## config.mk

```make
export PLATFORM = sky130hd
export DESIGN_NAME = fetch_unit_flat
export DESIGN_NICKNAME = d
export VERILOG_FILES = /design/src/rtl/fetch_unit_if.sv /design/src/rtl/fetch_unit.sv /design/src/flat_wrapper.sv
export SDC_FILE = /design/constraint.sdc
export NUM_CORES = 1
export LEC_CHECK = 0
export CAP_MARGIN = 20
export CORE_UTILIZATION = 39
export CTS_BUF_LIST = sky130_fd_sc_hd__clkbuf_8 sky130_fd_sc_hd__clkbuf_16
export DETAILED_ROUTE_END_ITERATION = 16
export PLACE_DENSITY = 0.78
export SLEW_MARGIN = 20
export SYNTH_ARGS = -nofsm -noshare
export SYNTH_HDL_FRONTEND = slang
export SYNTH_SLANG_ARGS = --single-unit
export TNS_END_PERCENT = 30
```

## constraint.sdc

```tcl
create_clock -name clk -period 2.4 [get_ports clk]
set_clock_uncertainty 0.15 [all_clocks]
set_input_delay 0.24 -clock clk [delete_from_list [all_inputs] [get_ports clk]]
set_output_delay 0.24 -clock clk [all_outputs]
set_load 0.1 [all_outputs]
```

## src/rtl/fetch_unit_if.sv

```systemverilog
// rtl/fetch_unit_if.sv - instruction-memory and IF/ID bus bundle for the fetch stage
interface fetch_unit_if;
    // Instruction-memory request/response
    logic        imem_req;
    logic [31:0] imem_addr;
    logic        imem_rvalid;
    logic [31:0] imem_rdata;
    // IF/ID pipeline register write port
    logic [31:0] ifid_pc;
    logic [31:0] ifid_insn;
    logic        ifid_write;

    // Fetch stage side
    modport master (
        output imem_req,
        output imem_addr,
        input  imem_rvalid,
        input  imem_rdata,
        output ifid_pc,
        output ifid_insn,
        output ifid_write
    );

    // Memory / pipeline-register side
    modport slave (
        input  imem_req,
        input  imem_addr,
        output imem_rvalid,
        output imem_rdata,
        input  ifid_pc,
        input  ifid_insn,
        input  ifid_write
    );
endinterface

```

## src/rtl/fetch_unit.sv

```systemverilog
// rtl/fetch_unit.sv - multicycle instruction fetch stage (REQ -> WAIT -> PRESENT)
module fetch_unit #(
    parameter logic [31:0] RESET_PC = 32'h0000_0000,
    parameter int          PC_STEP  = 4,
    parameter logic [31:0] NOP_INSN = 32'h0000_0013
) (
    input  logic         clk,
    input  logic         reset,
    input  logic         stall,
    input  logic         redirect,
    input  logic [31:0]  redirect_pc,
    fetch_unit_if.master bus
);

    typedef enum logic [1:0] {
        S_REQ     = 2'd0,
        S_WAIT    = 2'd1,
        S_PRESENT = 2'd2
    } state_t;

    state_t      state;
    logic [31:0] pc;
    logic        kill;
    logic [31:0] ifid_pc_q;
    logic [31:0] ifid_insn_q;
    logic [31:0] target;

    // Redirect targets are always word aligned
    assign target = {redirect_pc[31:2], 2'b00};

    // Request is issued for exactly the one cycle spent in REQ
    assign bus.imem_req  = (state == S_REQ) && !reset;
    assign bus.imem_addr = pc;

    // IF/ID write only while presenting and neither held nor flushed
    assign bus.ifid_write = (state == S_PRESENT) && !stall && !redirect && !reset;
    assign bus.ifid_pc    = ifid_pc_q;
    assign bus.ifid_insn  = ifid_insn_q;

    // Fetch FSM: PC tracking, stale-response kill flag and the presented instruction
    always_ff @(posedge clk) begin
        if (reset) begin
            state       <= S_REQ;
            pc          <= RESET_PC;
            kill        <= 1'b0;
            ifid_pc_q   <= 32'h0000_0000;
            ifid_insn_q <= NOP_INSN;
        end else begin
            case (state)
                S_REQ: begin
                    // The request for the old pc still goes out; its data gets killed
                    if (redirect) begin
                        pc   <= target;
                        kill <= 1'b1;
                    end
                    state <= S_WAIT;
                end
                S_WAIT: begin
                    if (bus.imem_rvalid) begin
                        if (kill || redirect) begin
                            kill <= 1'b0;
                            if (redirect) begin
                                pc <= target;
                            end
                            state <= S_REQ;
                        end else begin
                            ifid_pc_q   <= pc;
                            ifid_insn_q <= bus.imem_rdata;
                            state       <= S_PRESENT;
                        end
                    end else if (redirect) begin
                        pc   <= target;
                        kill <= 1'b1;
                    end
                end
                S_PRESENT: begin
                    if (redirect) begin
                        pc    <= target;
                        state <= S_REQ;
                    end else if (!stall) begin
                        pc    <= pc + 32'(PC_STEP);
                        state <= S_REQ;
                    end
                end
                default: begin
                    kill  <= 1'b0;
                    state <= S_REQ;
                end
            endcase
        end
    end

endmodule

```

## src/flat_wrapper.sv

```systemverilog
// flat-port wrapper written by rule: the top's interface ports become plain ports
module fetch_unit_flat 
#(
    parameter logic [31:0] RESET_PC = 32'h0000_0000,
    parameter int          PC_STEP  = 4,
    parameter logic [31:0] NOP_INSN = 32'h0000_0013
)
  (clk, reset, stall, redirect, redirect_pc, bus_imem_req, bus_imem_addr, bus_imem_rvalid, bus_imem_rdata, bus_ifid_pc, bus_ifid_insn, bus_ifid_write);
  fetch_unit_if bus_i ();
  input  logic clk;
  input  logic reset;
  input  logic stall;
  input  logic redirect;
  input  logic [31:0] redirect_pc;
  output wire logic [$bits(bus_i.imem_req)-1:0] bus_imem_req;
  output wire logic [$bits(bus_i.imem_addr)-1:0] bus_imem_addr;
  input wire logic [$bits(bus_i.imem_rvalid)-1:0] bus_imem_rvalid;
  input wire logic [$bits(bus_i.imem_rdata)-1:0] bus_imem_rdata;
  output wire logic [$bits(bus_i.ifid_pc)-1:0] bus_ifid_pc;
  output wire logic [$bits(bus_i.ifid_insn)-1:0] bus_ifid_insn;
  output wire logic [$bits(bus_i.ifid_write)-1:0] bus_ifid_write;
  assign bus_imem_req = bus_i.imem_req;
  assign bus_imem_addr = bus_i.imem_addr;
  assign bus_i.imem_rvalid = bus_imem_rvalid;
  assign bus_i.imem_rdata = bus_imem_rdata;
  assign bus_ifid_pc = bus_i.ifid_pc;
  assign bus_ifid_insn = bus_i.ifid_insn;
  assign bus_ifid_write = bus_i.ifid_write;
  fetch_unit #(.RESET_PC(RESET_PC), .PC_STEP(PC_STEP), .NOP_INSN(NOP_INSN)) u_core (.clk(clk), .reset(reset), .stall(stall), .redirect(redirect), .redirect_pc(redirect_pc), .bus(bus_i));
endmodule
```

==> flow_summary.ini, run 1 <==
[placed_design]
place_congestion = 0.848
placed_cells = 824
place_ws_ps = 203
dp_hpwl_microns = 9090
placed_area_sq_um = 5860
portBuffers = 160

[floorplan]
design.core.area_sq_um = 10500
die_y_microns = 107
die_x_microns = 107
rows = 37
start_util = 0.407
pin_count = 167
dieArea_sq_um = 11300

[global_route]
grt_util_all_layers = 0.222
antenna_found_initial = 0
grt_pass1_vias = 4226
grt_max_degree = 52
gr-total-overflow = 0
grt_pass1_wl_microns = 20200

[yosys]
syn_inst = 550
syn_area_per_cell_sq_um = 7.75
synth_edf_count = 0
ys_seq_area_frac = 0.446
yosys_most_used_dff = dfxtp_1
netlist_area_sq_um = 4260
synth_seq_cells = 95
ys_types = 55
yosysWarnings = 0
async_flop_share = 0

[final_layout]
final_cell_mix = nand2_1, buf_4, a21oi_1
final_area_sq_um = 6060
instances_no_fill = 838
area_growth_pct = 42.3
layout_commonest_cell = nand2_1
final_core_util = 0.580
n_antenna_cell = 0
drive_gt1_frac = 0.234
final_nets = 769

[route]
remaining_drc_errors = 0
drt_iter0_drc = 242
dr.pass1.iters = 5
wl_per_cell_microns = 15.0
wirelength_microns = 12600
via_per_inst = 5.41
vias = 4531
ant_nets = 0

[worst_setup_path]
end_kind = primary output
start_kind = input pin
path_max_fanout = 6
arrival_ps = 1720
crit_start = redirect
r2r_start = u_core.bus.imem_addr[3]$_SDFFE_PP0P_
r2r_end = u_core.bus.imem_addr[26]$_SDFFE_PP0P_
worst_r2r_path_depth = 6
crit_required_ps = 2010
crit_end = bus_ifid_write
reg2reg_slack_ps = 310
worstSetupPathType = in -> out

[sta]
max_slew.worst_pin.slew_ps = 517
period_needed_ps = 2110
hold_viol_final = 0
slew_violations = 0
slew_headroom = 0.652
finalSetupTns_ps = 0
timing.final.crit_share = 0.881
rsz0062_at_grt = no
fmax_ghz = 0.473
setup_slack_ps = 286
setup_violations = 0

[run_status]
status = completed

[cts]
root_buffer = clkbuf_8
cts_tree = yes
cts-resized-gates = 0
cts_num_sinks = 95
cts_setup_buffers = 0
cts.clk_slew.worst_paths_ps = 90
numCtsBuffers = 9
clockBufferDepth = 2
worstSkewPairLatency_ps = 350
cts_hold_buf = 0
cts_max_level = 3

[power]
leakage_uw = 0.00239
peakVddDrop_v = 0.000345
powerDensity_nw_per_um2 = 612

[flow_run]
maxCapViolCount = 0

[min_path]
holdCritPathClass = in -> reg
[routing by layer]
metal	part of all wire	up-vias	wire, microns	global-route usage
li1	-	2203	-	-
met1	0.43	2125	5370	0.285
met2	0.48	180	6070	0.369
met3	0.067	23	846	0.0386
met4	0.022	0	280	0.0871
met5	0	-	0	0
[per-stage QoR]
step                power (uW)  hold slack, ps
floorplan                 2370             190
CTS                       3740             207
detailed placement        2650             298
global route              3870             222
finish                    3710             220
global placement          2630             293
[cells in the mapped netlist (4+ instances only)]
library cell | n | area (sq um)
and3_1 | 7 | 43.8
inv_1 | 4 | 15.0
nor3_1 | 11 | 55.1
nor2_1 | 27 | 101
o21ai_0 | 16 | 80.1
a311oi_1 | 4 | 35.0
o22ai_1 | 7 | 43.8
clkbuf_1 | 30 | 113
mux2i_1 | 4 | 40.0
nand4_1 | 6 | 37.5
a211oi_1 | 7 | 52.6
nor4_1 | 7 | 43.8
nand2_1 | 154 | 578
a21oi_1 | 81 | 405
buf_4 | 5 | 37.5
nand3_1 | 18 | 90.1
dfxtp_1 | 95 | 1900
o31a_1 | 4 | 35.0
buf_2 | 8 | 40.0
[where the power goes]
part | switching [uW] | internal, uW | leakage [uW] | total (uW)
clock | 529 | 570 | 0.000102 | 1100
combinational | 633 | 257 | 0.00151 | 891
sequential | 80.4 | 1640 | 0.000781 | 1720
total | 1240 | 2470 | 0.00239 | 3710
[registers in the layout (all words and copies together), names as in the netlist]
| name | flops |
|---|---|
| u_core.state | 2 |
| u_core.bus.ifid_pc | 30 |
| u_core.bus.imem_addr | 30 |
| u_core.bus.ifid_insn | 32 |
| u_core.kill | 1 |
[logic make-up (layout without fill, tap and decap cells)]
kind of cell,Yosys count,in the layout,synth area share
other,1,4,0.000880
buffers and inverters,50,199,0.0543
DFF,95,95,0.446
muxes,5,5,0.0129
adders and majority gates,1,1,0.00294
and+or+nand+nor,253,253,0.278
AOI/OAI and AO/OA,145,145,0.204
[how the worst min path moves through the flow]
stage	from	slack [ps]	end	cells after the start
4_1_cts	reset	210	u_core.bus.ifid_insn[4]$_SDFFE_PP1P_	3
3_3_place_gp	u_core.bus.ifid_insn[8]$_SDFFE_PP0P_	290	u_core.bus.ifid_insn[8]$_SDFFE_PP0P_	2
5_1_grt	reset	220	u_core.bus.ifid_insn[1]$_SDFFE_PP1P_	3
6_report	reset	220	u_core.bus.ifid_insn[4]$_SDFFE_PP1P_	3
2_1_floorplan	bus_imem_rvalid	190	u_core.state[0]$_SDFFE_PP0P_	1
3_5_place_dp	u_core.bus.ifid_pc[15]$_SDFFE_PP0P_	300	u_core.bus.ifid_pc[15]$_SDFFE_PP0P_	2
[cell type report]
cell class / instances / area, sq um
Clock buffer: 9 / 124
Sequential cell: 95 / 1930
Fill cell: 972 / 4400
Tap cell: 136 / 170
Clock inverter: 5 / 76.3
Inverter: 5 / 18.8
Multi-Input combinational cell: 408 / 2160
Timing Repair Buffer: 180 / 1590
[critical path, cell delays in order]
cell	delay, ps
clkdlybuf4s50_1	440
buf_4	180
nor3b_4	250
nand2_1	210
nor2_2	190
buf_12	190
Note: power is estimated with default switching activity, not from simulation.
==> run 2, diff against run 1 <==
==> constraint.sdc (replaced) <==
create_clock -name clk -period 2.5 [get_ports clk]
set_clock_uncertainty 0.15 [all_clocks]
set_input_delay 0.25 -clock clk [delete_from_list [all_inputs] [get_ports clk]]
set_output_delay 0.25 -clock clk [all_outputs]
set_load 0.1 [all_outputs]
==> run 2 against run 1 <==
  * Critical path depth is 2 lower
  * Sequential cell count did not move
  * Global-route usage about the same
  * Count of clock-buffer cells in the layout increased by 1
  * Critical path type is now reg -> out
  * Largest power group unchanged
==> flow_summary.ini, run 2 (synthesized netlist as in run 1, its figures left out) <==
[cts]
cts_hold_buf = 0
numCtsBuffers = 9
cts.clk_slew.worst_paths_ps = 90
root_buffer = clkbuf_8
clockBufferDepth = 2
cts_num_sinks = 95
worstSkewPairLatency_ps = 370
cts-resized-gates = 0
cts_setup_buffers = 0
cts_tree = yes
cts_max_level = 3

[worst_setup_path]
arrival_ps = 1800
max_stage_delay_ps = 530
r2r_start = u_core.bus.imem_addr[2]$_SDFFE_PP0P_
start_kind = flop
path_max_fanout = 10
worstPathCellList = nor3b_2 > nand2_1 > nor2_2 > buf_12
worstSetupPathType = reg -> out
crit_required_ps = 2100
critPathSlowestCell = dfxtp_1
end_kind = primary output
worst_r2r_path_depth = 6
reg2reg_slack_ps = 330
crit_start = u_core.state[1]$_SDFFE_PP0P_

[sta]
finalSetupTns_ps = 0
slew_headroom = 0.582
hold_slack_ps = 230
setup_slack_ps = 301
rsz0062_at_grt = no
hold_viol_final = 0
slew_violations = 0
setup_violations = 0
period_needed_ps = 2200
max_slew.worst_pin.slew_ps = 623
timing.final.crit_share = 0.880
fmax_ghz = 0.455

[final_layout]
multiInputGateArea_sq_um = 2160
final_cell_mix = nand2_1, buf_4, dfxtp_1
largest_reg_flops = 32
register_area_sq_um = 1910
nFillCells = 985
area_growth_pct = 40.8
final_core_util = 0.574
n_antenna_cell = 0
final_nets = 766
layout_commonest_cell = nand2_1
drive_gt1_frac = 0.219

[floorplan]
start_util = 0.407
die_y_microns = 107
dieArea_sq_um = 11300
pin_count = 167
rows = 37
die_x_microns = 107
design.core.area_sq_um = 10500

[global_route]
antenna_found_initial = 0
grt_util_all_layers = 0.222
grt_max_degree = 58
gr-total-overflow = 0
grt_pass1_vias = 4171
grt_pass1_wl_microns = 20100

[route]
remaining_drc_errors = 0
wirelength_microns = 12800
via_per_inst = 5.44
vias = 4546
ant_nets = 0
drt_iter0_drc = 277
dr.pass1.iters = 5
wl_per_cell_microns = 15.3

[power]
peakVddDrop_v = 0.000262
powerDensity_nw_per_um2 = 599
leakage_uw = 0.00237
total_power_uw = 3590

[placed_design]
place_congestion = 0.813
portBuffers = 160
dp_hpwl_microns = 9090
place_ws_ps = 280

[flow_run]
maxCapViolCount = 0

[min_path]
holdCritPathClass = in -> reg
whs_path_depth = 2
hold_start = reset

[run_status]
status = completed
[run 2: area by class of cell]
| class | count | area share |
|---|---|---|
| Inverter | 5 | 0.00313 |
| Tap cell | 136 | 0.0284 |
| Clock inverter | 5 | 0.0123 |
| Timing Repair Buffer | 177 | 0.255 |
| Clock buffer | 10 | 0.0229 |
| Sequential cell | 95 | 0.319 |
| Multi-Input combinational cell | 408 | 0.359 |
[run 2: through the flow]
step,area (sq um),instances
2_1_floorplan,4290,553
3_3_place_gp,5790,821
3_5_place_dp,5790,821
4_1_cts,6000,836
5_1_grt,6000,836
6_report,6000,836
[run 2: worst paths after layout]
path | to
worst max-delay path | bus_ifid_write
worst min register to register | u_core.bus.ifid_pc[16]$_SDFFE_PP0P_
worst min-delay path | u_core.kill$_SDFFE_PP0P_
worst max register to register | u_core.bus.imem_addr[20]$_SDFFE_PP0P_
[run 2: critical path: cells and delay by family, from the launching register on]
family	cells	cell delay (ps)
buf+inv	1	190
flops	1	530
simple gates	3	710
[run 2: report_power, final]
part,internal (uW),switching (uW)
combinational,239,607
sequential,1570,76.5
clock,579,520
[run 2: metal layers]
metal / vias up / global-route usage / routed length, microns
met3: 17 / 0.0349 / 802
li1: 2199 / - / -
met1: 2144 / 0.283 / 5590
met5: - / 0 / 0
met4: 0 / 0.0988 / 247
met2: 186 / 0.368 / 6140
==> run 3, diff against run 2 <==
--- a/config.mk
+++ b/config.mk
@@ -5,11 +5,13 @@
 export SDC_FILE = /design/constraint.sdc
 export NUM_CORES = 1
 export LEC_CHECK = 0
+export ABC_AREA = 0
 export CAP_MARGIN = 20
 export CORE_UTILIZATION = 39
 export CTS_BUF_LIST = sky130_fd_sc_hd__clkbuf_8 sky130_fd_sc_hd__clkbuf_16
 export DETAILED_ROUTE_END_ITERATION = 16
 export PLACE_DENSITY = 0.78
+export REMOVE_ABC_BUFFERS = 1
 export SLEW_MARGIN = 20
 export SYNTH_ARGS = -nofsm -noshare
 export SYNTH_HDL_FRONTEND = slang
==> run 3 against run 2 <==
  * Worst hold slack worse by 90 ps
  * Setup slack got worse by 83 ps
  * Maximum frequency down 3.6%
  * Global-route usage shrank 0.80 points
  * Clock power shrank 17%
  * Critical path depth up 2
  * Utilization down 0.75 points
  * Sequential power hardly changed
  * Non-clock buffer count stayed put
  * Die area is the same
  * Critical endpoint is now u_core.bus.imem_addr[18]$_SDFFE_PP0P_
  * Largest power group unchanged
  * Highest routed layer unchanged
==> flow_summary.ini, run 3 (synthesized netlist as in run 1, its figures left out) <==
[power]
powerDensity_nw_per_um2 = 574
leakage_uw = 0.00233
peakVddDrop_v = 0.000282

[cts]
cts_setup_buffers = 0
root_buffer = clkbuf_8
cts-resized-gates = 0
cts_num_sinks = 95
cts_hold_buf = 0
worstSkewPairLatency_ps = 380
cts_tree = yes
cts_max_level = 3
cts.clk_slew.worst_paths_ps = 90
clockBufferDepth = 2
numCtsBuffers = 9

[min_path]
holdCritPathClass = in -> reg
whs_path_depth = 2

[sta]
hold_slack_ps = 140
slew_headroom = 0.663
rsz0062_at_grt = no
max_slew.worst_pin.slew_ps = 502
hold_viol_final = 0
setup_violations = 0
timing.final.crit_share = 0.913
fmax_ghz = 0.438
period_needed_ps = 2280
slew_violations = 0

[flow_run]
maxCapViolCount = 0

[worst_setup_path]
path_max_fanout = 7
end_kind = flop
worst_r2r_path_depth = 6
worstPathCellList = ha_1 > nand3_1 > nor2_2 > nand2_1 > o311ai_0 > o22ai_1
crit_required_ps = 2600
critPathSlowestCell = dfxtp_1
arrival_ps = 2380
worstSetupPathType = reg -> reg
start_kind = flop
max_stage_delay_ps = 450

[final_layout]
final_area_sq_um = 5920
final_nets = 766
final_cell_mix = nand2_1, buf_4, dfxtp_1
layout_commonest_cell = nand2_1
drive_gt1_frac = 0.200
n_antenna_cell = 0
nFillCells = 961
largest_reg_flops = 32
area_growth_pct = 39.0

[route]
vias = 4472
drt_iter0_drc = 283
remaining_drc_errors = 0
wl_per_cell_microns = 14.8
dr.pass1.iters = 4
wirelength_microns = 12400
ant_nets = 0
via_per_inst = 5.35

[floorplan]
design.core.area_sq_um = 10500
dieArea_sq_um = 11300
pin_count = 167
start_util = 0.407
die_x_microns = 107
die_y_microns = 107
rows = 37

[global_route]
antenna_found_initial = 0
grt_util_all_layers = 0.214
gr-total-overflow = 0
grt_pass1_wl_microns = 19400
grt_max_degree = 40
grt_pass1_vias = 3998

[placed_design]
portBuffers = 160
place_congestion = 0.831
dp_hpwl_microns = 8740
placed_area_sq_um = 5760

[run_status]
status = completed
[run 3: worst paths after layout]
path | start | to | slack (ps)
setup / recovery | u_core.bus.imem_addr[3]$_SDFFE_PP0P_ | u_core.bus.imem_addr[18]$_SDFFE_PP0P_ | 220
hold / removal | reset | u_core.bus.imem_addr[6]$_SDFFE_PP0P_ | 140
setup reg to reg | u_core.bus.imem_addr[3]$_SDFFE_PP0P_ | u_core.bus.imem_addr[18]$_SDFFE_PP0P_ | 220
hold reg to reg | u_core.bus.ifid_insn[28]$_SDFFE_PP0P_ | u_core.bus.ifid_insn[28]$_SDFFE_PP0P_ | 310
[run 3: final cells by class]
type / instances / area (sq um) / share of cell area
inverters: 5 / 18.8 / 0.00317
clock buffers: 10 / 138 / 0.0232
well taps: 136 / 170 / 0.0287
multi-input cells: 408 / 2150 / 0.363
repair buffers: 177 / 1520 / 0.256
flip-flops and latches: 95 / 1900 / 0.321
clock inverters: 5 / 27.5 / 0.00465
[run 3: metrics by stage]
| stage | power, uW | util | cells | setup slack [ps] | TNS, ps |
|---|---|---|---|---|---|
| final | 3400 | 0.566 | 836 | 218 | 0 |
| after global routing | 3530 | 0.566 | 836 | 62.0 | 0 |
| after CTS | 3420 | 0.566 | 836 | 205 | 0 |
| after detailed placement | 2520 | 0.550 | 821 | 226 | 0 |
| after global placement | 2510 | 0.550 | 821 | 291 | 0 |
| after floorplan | 2230 | - | 508 | -933 | -60310 |
[run 3: report_power, final]
| group | internal [uW] | leakage, uW | switching, uW |
|---|---|---|---|
| logic | 240 | 0.00147 | 606 |
| clock network | 375 | 0.0000868 | 536 |
| registers | 1570 | 0.000774 | 74.0 |
| total | 2180 | 0.00233 | 1220 |
[run 3: critical path: cells and delay by family, from the launching register on]
kind / cells / cell delay, ps
flip-flops: 1 / 450
AO/OA/AOI/OAI: 2 / 460
adder cells (fa/ha/maj): 1 / 240
AND/OR/NAND/NOR: 3 / 870
[run 3: routing by layer]
metal  track usage  routed length [microns]  share of wire
met4        0.0822                      235          0.019
met1         0.273                     5580           0.45
met3        0.0454                      838          0.068
met5             0                        0              0
met2         0.353                     5760           0.46
